==> config.mk <==
export PLATFORM = sky130hd
export DESIGN_NAME = watch_timekeeper
export DESIGN_NICKNAME = d
export VERILOG_FILES = /design/src/rtl/watch_timekeeper.sv
export SDC_FILE = /design/constraint.sdc
export NUM_CORES = 1
export LEC_CHECK = 0
export CAP_MARGIN = 30
export CORE_MARGIN = 2
export CORE_UTILIZATION = 56
export CTS_BUF_LIST = sky130_fd_sc_hd__clkbuf_4 sky130_fd_sc_hd__clkbuf_8
export CTS_CLUSTER_DIAMETER = 30
export CTS_CLUSTER_SIZE = 10
export DETAILED_ROUTE_END_ITERATION = 7
export PLACE_DENSITY = 0.94
export SLEW_MARGIN = 40
export SYNTH_ARGS = -nofsm -noshare
export SYNTH_HDL_FRONTEND = slang
export SYNTH_SLANG_ARGS = --single-unit
==> constraint.sdc <==
create_clock -name clk_i -period 3.34 [get_ports clk_i]
set_clock_uncertainty 0.05 [all_clocks]
set_input_delay 0.668 -clock clk_i [delete_from_list [all_inputs] [get_ports clk_i]]
set_output_delay 0.668 -clock clk_i [all_outputs]
set_load 0.01 [all_outputs]
==> src/rtl/watch_timekeeper.sv <==
// BCD time-of-day counter clocked by the crystal; each edge of the divider's
// 0.5 Hz output is one second. Supports a manual set mode for hours/minutes.
module watch_timekeeper #(
    parameter bit FORMAT_24H = 1'b1
) (
    input  logic       clk_i,
    input  logic       rst_i,
    input  logic       tick_i,
    input  logic       set_en_i,
    input  logic       set_min_i,
    input  logic       set_hour_i,
    output logic       sec_pulse_o,
    output logic [2:0] sec_t_o,
    output logic [3:0] sec_u_o,
    output logic [2:0] min_t_o,
    output logic [3:0] min_u_o,
    output logic [1:0] hr_t_o,
    output logic [3:0] hr_u_o
);

    localparam logic [0:0] ST_RUN = 1'b0;
    localparam logic [0:0] ST_SET = 1'b1;

    // 12h mode has no hour zero, so it powers up at 12:00:00
    localparam logic [1:0] HR_T_RST = FORMAT_24H ? 2'd0 : 2'd1;
    localparam logic [3:0] HR_U_RST = FORMAT_24H ? 4'd0 : 4'd2;

    logic [0:0] state_reg, state_next;
    logic       tick_q, set_min_q, set_hour_q;
    logic       sec_pulse_reg, sec_pulse_next;
    logic [2:0] sec_t_reg, sec_t_next;
    logic [3:0] sec_u_reg, sec_u_next;
    logic [2:0] min_t_reg, min_t_next;
    logic [3:0] min_u_reg, min_u_next;
    logic [1:0] hr_t_reg, hr_t_next;
    logic [3:0] hr_u_reg, hr_u_next;

    logic tick_evt, set_min_evt, set_hour_evt;

    assign tick_evt     = tick_i ^ tick_q;
    assign set_min_evt  = set_min_i & ~set_min_q;
    assign set_hour_evt = set_hour_i & ~set_hour_q;

    function automatic logic [6:0] inc_base60(input logic [2:0] t, input logic [3:0] u);
        if (u != 4'd9)
            return {t, u + 4'd1};
        else if (t != 3'd5)
            return {t + 3'd1, 4'd0};
        return 7'd0;
    endfunction

    function automatic logic [5:0] inc_hour(input logic [1:0] t, input logic [3:0] u);
        if (FORMAT_24H) begin
            if (t == 2'd2 && u == 4'd3)
                return 6'd0;
        end else begin
            if (t == 2'd1 && u == 4'd2)
                return {2'd0, 4'd1};
        end
        if (u == 4'd9)
            return {t + 2'd1, 4'd0};
        return {t, u + 4'd1};
    endfunction

    always_comb begin
        state_next     = state_reg;
        sec_pulse_next = 1'b0;
        sec_t_next     = sec_t_reg;
        sec_u_next     = sec_u_reg;
        min_t_next     = min_t_reg;
        min_u_next     = min_u_reg;
        hr_t_next      = hr_t_reg;
        hr_u_next      = hr_u_reg;

        case (state_reg)
            ST_RUN:  if (set_en_i)  state_next = ST_SET;
            default: if (!set_en_i) state_next = ST_RUN;
        endcase

        // Behaviour follows the state being entered: a set request beats a
        // coincident tick, and a tick in the exit cycle still counts.
        if (state_next == ST_SET) begin
            sec_t_next = 3'd0;
            sec_u_next = 4'd0;
            if (set_min_evt)
                {min_t_next, min_u_next} = inc_base60(min_t_reg, min_u_reg);
            if (set_hour_evt)
                {hr_t_next, hr_u_next} = inc_hour(hr_t_reg, hr_u_reg);
        end else if (tick_evt) begin
            sec_pulse_next = 1'b1;
            {sec_t_next, sec_u_next} = inc_base60(sec_t_reg, sec_u_reg);
            if (sec_t_reg == 3'd5 && sec_u_reg == 4'd9) begin
                {min_t_next, min_u_next} = inc_base60(min_t_reg, min_u_reg);
                if (min_t_reg == 3'd5 && min_u_reg == 4'd9)
                    {hr_t_next, hr_u_next} = inc_hour(hr_t_reg, hr_u_reg);
            end
        end
    end

    always_ff @(posedge clk_i) begin
        if (rst_i) begin
            state_reg     <= ST_RUN;
            tick_q        <= 1'b1;
            set_min_q     <= 1'b0;
            set_hour_q    <= 1'b0;
            sec_pulse_reg <= 1'b0;
            sec_t_reg     <= 3'd0;
            sec_u_reg     <= 4'd0;
            min_t_reg     <= 3'd0;
            min_u_reg     <= 4'd0;
            hr_t_reg      <= HR_T_RST;
            hr_u_reg      <= HR_U_RST;
        end else begin
            state_reg     <= state_next;
            tick_q        <= tick_i;
            set_min_q     <= set_min_i;
            set_hour_q    <= set_hour_i;
            sec_pulse_reg <= sec_pulse_next;
            sec_t_reg     <= sec_t_next;
            sec_u_reg     <= sec_u_next;
            min_t_reg     <= min_t_next;
            min_u_reg     <= min_u_next;
            hr_t_reg      <= hr_t_next;
            hr_u_reg      <= hr_u_next;
        end
    end

    assign sec_pulse_o = sec_pulse_reg;
    assign sec_t_o     = sec_t_reg;
    assign sec_u_o     = sec_u_reg;
    assign min_t_o     = min_t_reg;
    assign min_u_o     = min_u_reg;
    assign hr_t_o      = hr_t_reg;
    assign hr_u_o      = hr_u_reg;

endmodule

==> insert_results.sql, run 1 <==
INSERT INTO impl_metrics (metric_group, metric, value, unit) VALUES
('synth', 'mean_instance_size_in_the_synthesized_netlist', '8.65', 'um^2'),
('clocking', 'worstSkewPairLatency', '320', 'ps'),
('clocking', 'clk_transition_reported_paths', '140', 'ps'),
('clocking', 'postCtsResizedCells', '0', ''),
('synth', 'most_frequent_cells_after_synthesis', '24 x dfxtp_1, 17 x a21oi_1, 11 x ha_1', ''),
('die', 'design.die.area', '2640', 'um^2'),
('finish', 'fillCellCount', '180', ''),
('synth', 'netlist_area', '1250', 'um^2'),
('synth', 'synth_seq_area_share', '38.3', '%'),
('finish', 'fin_area', '1580', 'um^2'),
('synth', 'yosys.area.top_type_share', '38.3', '%'),
('drt', 'drt_pass1_iterations', '4', ''),
('clocking', 'number_of_setup_buffers_added_after_cts', '0', ''),
('critical_path', 'rr_worst_depth', '5', ''),
('finish', 'final_nets', '188', ''),
('synth', 'synth_largest_area_cell', 'dfxtp_1', ''),
('synth', 'synthTopCellsByArea', 'dfxtp_1 38%, ha_1 11%, a21oi_1 6.8%', ''),
('finish', 'antenna_cells', '0', ''),
('synth', 'synth_fp_nets', '162', ''),
('critical_path', 'start_kind', 'input port', ''),
('timing', 'rsz0062_at_grt', 'false', ''),
('timing', 'finalCritPeriodShare', '73.8', '%'),
('power', 'power_density', '355', 'nW/um^2'),
('drt', 'vias_per_cell', '5.89', ''),
('power', 'peakVddDrop', '0.000224', 'V'),
('placed_design', 'place.gp.congestion', '0.790', ''),
('critical_path', 'critical_path_arrival', '2650', 'ps'),
('global_route', 'grt_overflow', '0', ''),
('finish', 'post_route_cells_drive_above_1_share', '4.12', '%'),
('flow_run', 'maxCapViolCount', '0', ''),
('timing', 'final_max_slew_viol_count', '0', ''),
('clocking', 'post_cts_hold_buffer_count', '0', ''),
('clocking', 'cts_max_path_buffers', '2', ''),
('synth', 'synthesis.yosys.warnings', '0', ''),
('timing', 'max_freq', '406', 'MHz'),
('worst_hold_path', 'worst_hold_path_type', 'reg -> reg', ''),
('die', 'vert_die_dim', '51.3', 'um'),
('finish', 'area_growth', '26.1', '%'),
('global_route', 'pin_count_of_the_biggest_net_entering_global_routing', '22', ''),
('drt', 'drt-initial-drc-count', '18', ''),
('outcome', 'outcome', 'finished clean', ''),
('synth', 'yosys_most_used_dff', 'dfxtp_1', ''),
('die', 'initial_utilization', '57.8', '%'),
('power', 'p_leak', '0.541', 'nW'),
('drt', 'routed_wl', '2860', 'um'),
('power', 'fin_total_pwr', '561', 'uW'),
('global_route', 'grt_usage', '23.6', '%'),
('synth', 'synth.most_common_cell', 'dfxtp_1', ''),
('critical_path', 'crit-reg2reg-capture', 'hr_u_o[1]$_SDFFE_PP0P_', ''),
('die', 'coreArea', '2170', 'um^2'),
('critical_path', 'criticalPathCategory', 'in -> reg', ''),
('critical_path', 'cp_data_required_time', '3520', 'ps'),
('timing', 'final-setup-viol-count', '0', ''),
('clocking', 'htreeDepth', '1', ''),
('finish', 'seqCellArea', '480', 'um^2'),
('worst_hold_path', 'hold_path_depth', '2', ''),
('critical_path', 'timing.rr.start', 'sec_u_o[0]$_SDFFE_PP0P_', ''),
('clocking', 'cts_tree', 'done', ''),
('synth', 'postSynthRegisterBits', '24', ''),
('drt', 'num_vias', '1166', ''),
('placed_design', 'buffer_ports.inserted', '26', ''),
('drt', 'antenna_violating_nets_post_route', '0', ''),
('synth', 'syn_inst', '145', ''),
('drt', 'drcViolationCount', '0', ''),
('timing', 'timing.setup.tns', '0', 'ps'),
('timing', 'slew_margin_rel', '52.5', '%'),
('global_route', 'via_count_of_the_first_global_routing_pass', '1110', ''),
('die', 'die-width', '51.3', 'um'),
('critical_path', 'end_kind', 'flop', ''),
('finish', 'utilization', '73.0', '%'),
('placed_design', 'dp.final_hpwl', '2060', 'um');
## layout by cell type, fill, tap and decap left out
cell,count
a2111o_1,1
a211o_1,2
a211oi_1,1
a21boi_0,1
a21o_1,1
a21oi_1,17
a22oi_1,1
a31oi_1,1
and2_1,1
and3b_1,1
bufinv_16,1
clkbuf_4,3
clkdlybuf4s50_1,26
dfxtp_1,24
ha_1,11
inv_1,7
mux2i_1,1
nand2_1,9
nand2b_1,4
nand3_1,7
nand3b_1,8
nand4_1,1
nand4b_1,2
nor2_1,9
nor2b_1,2
nor3_1,6
o21ai_0,7
o2bb2ai_1,2
o41a_1,1
o41ai_1,1
or2_2,2
or3_1,3
or4_1,2
xnor2_2,1
xor2_1,3
## critical path, stage by stage
cell and delay, ps:
clkdlybuf4s50_1 490, xnor2_2 250, or4_1 710, a211o_1 350, a21oi_1 180
## sequential cells by signal, summed over array words and instances, names as in the netlist
register,count
sec_pulse_o,1
tick_q,1
min_u_o,4
min_t_o,3
set_hour_q,1
hr_t_o,2
sec_u_o,4
hr_u_o,4
sec_t_o,3
set_min_q,1
## stage by stage
stage | setup slack (ps) | instances | hold WS, ps
5_1_grt | 788 | 198 | 479
2_1_floorplan | 1260 | 145 | 453
3_3_place_gp | 642 | 194 | 425
6_report | 874 | 198 | 460
4_1_cts | 876 | 198 | 457
3_5_place_dp | 542 | 194 | 439
## per-layer routing
metal  routed length (um)  share of wire, %  GRT usage, %
met1                 1240                43          27.9
met4                   34               1.2          7.89
met3                   81               2.8          3.51
met2                 1500                53          43.3
met5                    0                 0             0
## area by class of cell
type                            instances  share of cell area, %
Multi-Input combinational cell        109                   46.0
Timing Repair Buffer                   26                   16.4
Sequential cell                        24                   30.4
Clock buffer                            3                   1.42
Tap cell                               28                   2.21
Clock inverter                          1                   1.90
Inverter                                7                   1.66
## kinds of logic after synthesis
family | count (synthesis) | synth area share (%)
multiplexers | 1 | 0.798
adder cells (fa/ha/maj) | 11 | 11.0
XOR/XNOR | 4 | 3.39
buffers and inverters | 12 | 3.69
AO/OA/AOI/OAI | 36 | 17.7
flip-flops | 24 | 38.3
AND/OR/NAND/NOR | 57 | 25.1
## power by group
| group | internal [mW] | switching (mW) |
|---|---|---|
| sequential | 0.292 | 0.00596 |
| combinational | 0.0235 | 0.0262 |
| clock | 0.121 | 0.0921 |
## worst max path at each step
stage                              to  cells after the start
2_1_floorplan  hr_u_o[3]$_SDFFE_PP0P_                      5
3_3_place_gp   hr_u_o[3]$_SDFFE_PP0P_                      5
3_5_place_dp   hr_u_o[2]$_SDFFE_PP0P_                      5
4_1_cts        hr_u_o[2]$_SDFFE_PP0P_                      5
5_1_grt        hr_u_o[2]$_SDFFE_PP0P_                      5
6_report       hr_u_o[1]$_SDFFE_PP0P_                      5
Note: power is estimated with default switching activity, not from simulation.
==> run 2, diff against run 1 <==
--- a/config.mk
+++ b/config.mk
@@ -7,12 +7,12 @@
 export LEC_CHECK = 0
 export CAP_MARGIN = 30
 export CORE_MARGIN = 2
-export CORE_UTILIZATION = 56
+export CORE_UTILIZATION = 52
 export CTS_BUF_LIST = sky130_fd_sc_hd__clkbuf_4 sky130_fd_sc_hd__clkbuf_8
 export CTS_CLUSTER_DIAMETER = 30
 export CTS_CLUSTER_SIZE = 10
 export DETAILED_ROUTE_END_ITERATION = 7
-export PLACE_DENSITY = 0.94
+export PLACE_DENSITY = 0.89
 export SLEW_MARGIN = 40
 export SYNTH_ARGS = -nofsm -noshare
 export SYNTH_HDL_FRONTEND = slang
==> constraint.sdc (replaced) <==
create_clock -name clk_i -period 2.45 [get_ports clk_i]
set_clock_uncertainty 0.05 [all_clocks]
set_input_delay 0.49 -clock clk_i [delete_from_list [all_inputs] [get_ports clk_i]]
set_output_delay 0.49 -clock clk_i [all_outputs]
set_load 0.01 [all_outputs]
==> run 2 against run 1 <==
Compared with the run above:
- sequential power increased by 36%
- global-route usage is 0.88 points lower
- die area up 7.1%
- core utilization down 2.4 points
- clock-buffer cell count stayed put
- first-iteration DRC count decreased by 17%
- critical path type unchanged
- largest power group unchanged
==> insert_results.sql, run 2 (synthesis gave the netlist of run 1 again) <==
INSERT INTO impl_metrics (metric_group, metric, value, unit) VALUES
('drt', 'drt-initial-drc-count', '15', ''),
('clocking', 'post_cts_hold_buffer_count', '0', ''),
('timing', 'timing_worst_slew_pin_value', '601', 'ps'),
('die', 'design.die.area', '2820', 'um^2'),
('timing', 'rsz0062_at_grt', 'false', ''),
('drt', 'drt_pass1_iterations', '4', ''),
('clocking', 'number_of_setup_buffers_added_after_cts', '0', ''),
('placed_design', 'preCtsSetupSlack', '-25.0', 'ps'),
('critical_path', 'crit-reg2reg-capture', 'hr_u_o[3]$_SDFFE_PP0P_', ''),
('drt', 'routed_wl', '2830', 'um'),
('clocking', 'numCtsBuffers', '3', ''),
('power', 'fin_total_pwr', '651', 'uW'),
('placed_design', 'dp.final_hpwl', '2130', 'um'),
('critical_path', 'cp_data_required_time', '2640', 'ps'),
('critical_path', 'criticalPathCategory', 'in -> reg', ''),
('finish', 'antenna_cells', '0', ''),
('clocking', 'htreeDepth', '1', ''),
('die', 'initial_utilization', '55.7', '%'),
('clocking', 'cts_max_path_buffers', '2', ''),
('global_route', 'grt_first_pass_wirelength', '4720', 'um'),
('critical_path', 'worstPathMaxFanout', '9', ''),
('timing', 'fin_hold_ws', '462', 'ps'),
('critical_path', 'start_kind', 'input port', ''),
('outcome', 'outcome', 'finished clean', ''),
('critical_path', 'timing.rr.start', 'sec_u_o[0]$_SDFFE_PP0P_', ''),
('worst_hold_path', 'hold_path_startpoint', 'hr_t_o[1]$_SDFFE_PP0P_', ''),
('die', 'row_count', '17', ''),
('drt', 'detail_route.wl_per_cell', '14.0', 'um'),
('clocking', 'cts_tree', 'done', ''),
('critical_path', 'crit_slowest_cell', 'or4_1', ''),
('placed_design', 'post-place-cells', '199', ''),
('timing', 'final-setup-viol-count', '0', ''),
('clocking', 'worstSkewPairLatency', '310', 'ps'),
('placed_design', 'buffer_ports.inserted', '26', ''),
('finish', 'final_nets', '193', ''),
('placed_design', 'place_area', '1570', 'um^2'),
('power', 'switching_share', '24.1', '%'),
('clocking', 'postCtsResizedCells', '0', ''),
('timing', 'finalWorstSetupSlack', '272', 'ps'),
('critical_path', 'path_cells', 'clkdlybuf4s50_1 -> xnor2_2 -> or4_1 -> a2111o_1 -> o21ai_0', ''),
('worst_hold_path', 'worst_hold_path_type', 'reg -> reg', ''),
('power', 'clock_power_share', '26.2', '%'),
('placed_design', 'place.gp.congestion', '0.786', ''),
('power', 'p_int', '494', 'uW'),
('timing', 'layout_min_cycle_time', '2180', 'ps'),
('global_route', 'grt_overflow', '0', ''),
('critical_path', 'critPathTopFamily', 'simple AND/OR/NAND/NOR gates', ''),
('drt', 'vias_per_cell', '5.71', ''),
('die', 'design.portCount', '27', ''),
('critical_path', 'worst-path-buf-inv', '1', ''),
('critical_path', 'rr_worst_depth', '5', ''),
('die', 'coreArea', '2250', 'um^2'),
('critical_path', 'regToRegSetupSlack', '280', 'ps'),
('power', 'peakVddDrop', '0.000411', 'V'),
('power', 'p_leak', '0.551', 'nW'),
('finish', 'area_growth', '26.7', '%'),
('die', 'vert_die_dim', '53.1', 'um'),
('clocking', 'clk_transition_reported_paths', '120', 'ps'),
('timing', 'slew_margin_rel', '59.4', '%'),
('drt', 'drcViolationCount', '0', ''),
('critical_path', 'critical_path_arrival', '2370', 'ps'),
('finish', 'fin_area', '1590', 'um^2'),
('timing', 'hold_viol', '0', ''),
('die', 'die-width', '53.1', 'um'),
('finish', 'final_cell_mix', '26 x clkdlybuf4s50_1, 24 x dfxtp_1, 17 x a21oi_1', ''),
('finish', 'fin_cells', '202', ''),
('power', 'power.share.sequential', '62.4', '%'),
('global_route', 'pin_count_of_the_biggest_net_entering_global_routing', '21', ''),
('drt', 'antenna_violating_nets_post_route', '0', ''),
('timing', 'final_max_slew_viol_count', '0', ''),
('flow_run', 'maxCapViolCount', '0', ''),
('worst_hold_path', 'hold_ep', 'hr_t_o[1]$_SDFFE_PP0P_', ''),
('timing', 'finalCritPeriodShare', '88.9', '%'),
('timing', 'max_freq', '459', 'MHz'),
('finish', 'leading_cell_type_in_the_layout_fill_and_taps_excluded', 'clkdlybuf4s50_1', ''),
('power', 'comb_power_share', '11.4', '%'),
('clocking', 'cts_root_buf', 'clkbuf_4', ''),
('critical_path', 'max_stage_delay', '700', 'ps'),
('global_route', 'grt_antenna_before_repair', '0', ''),
('power', 'p_sw', '157', 'uW'),
('finish', 'post_route_cells_drive_above_1_share', '6.32', '%'),
('worst_hold_path', 'hold_path_depth', '2', ''),
('global_route', 'grt_usage', '22.7', '%'),
('clocking', 'clock-sinks', '24', ''),
('critical_path', 'end_kind', 'flop', ''),
('drt', 'num_vias', '1154', ''),
('global_route', 'via_count_of_the_first_global_routing_pass', '1114', ''),
('power', 'power_density', '409', 'nW/um^2');
==> run 2: changes by cell type in the layout (fill, tap and decap cells not counted), sizes merged <==
cell and delta:
buf +5, bufinv -1
==> run 2: worst max-delay path by stage <==
stage                                        from                     end  slack, ps  depth (start not counted)
final                                      tick_i  hr_u_o[3]$_SDFFE_PP0P_        270                          5
after detailed placement                   tick_i  hr_u_o[3]$_SDFFE_PP0P_        -30                          5
after global routing      sec_u_o[0]$_SDFFE_PP0P_  hr_u_o[3]$_SDFFE_PP0P_        200                          5
after CTS                                  tick_i  hr_u_o[3]$_SDFFE_PP0P_        290                          5
after global placement                     tick_i  hr_u_o[3]$_SDFFE_PP0P_          5                          5
after floorplan           sec_u_o[0]$_SDFFE_PP0P_  hr_u_o[3]$_SDFFE_PP0P_        490                          6
==> run 2: power by group through the flow <==
stage               registers (mW)  logic, mW  clock network, mW
floorplan                    0.416     0.0352                  0
global placement             0.414     0.0699                  0
detailed placement           0.415     0.0742                  0
CTS                          0.406     0.0748              0.176
global route                 0.407     0.0827              0.184
finish                       0.406     0.0743              0.170
==> run 2: per-layer routing <==
layer	track usage (%)	up-vias	part of all wire, %
met5	0	-	0
met4	8.55	0	0.60
met2	42.7	21	51
met3	2.54	2	3.0
met1	25.9	553	45
li1	-	578	-
==> run 2: tightest hold or removal path, delay by kind of cell (launching register included) <==
| family | cells | cell delay, ps |
|---|---|---|
| DFF | 1 | 340 |
| and+or+nand+nor | 1 | 70 |
| AOI/OAI and AO/OA | 1 | 60 |
==> run 2: area by class of cell <==
type                            count  area (um^2)
Multi-Input combinational cell    109          728
Timing Repair Buffer               31          298
Tap cell                           28         35.0
Inverter                            7         26.3
Clock buffer                        3         22.5
Sequential cell                    24          480
Fill cell                         198          664
==> run 2: stage by stage <==
stage | TNS [ps] | utilization, %
3_3_place_gp | 0 | 69.5
2_1_floorplan | 0 | -
5_1_grt | 0 | 70.5
4_1_cts | 0 | 70.5
6_report | 0 | 70.5
3_5_place_dp | -37.1 | 69.5
==> run 3, diff against run 2 <==
--- a/config.mk
+++ b/config.mk
@@ -13,7 +13,6 @@
 export CTS_CLUSTER_SIZE = 10
 export DETAILED_ROUTE_END_ITERATION = 7
 export PLACE_DENSITY = 0.89
-export SLEW_MARGIN = 40
 export SYNTH_ARGS = -nofsm -noshare
 export SYNTH_HDL_FRONTEND = slang
 export SYNTH_SLANG_ARGS = --single-unit
==> results of run 3 <==
Final layout, timing and power as in run 2 (identical DEF).
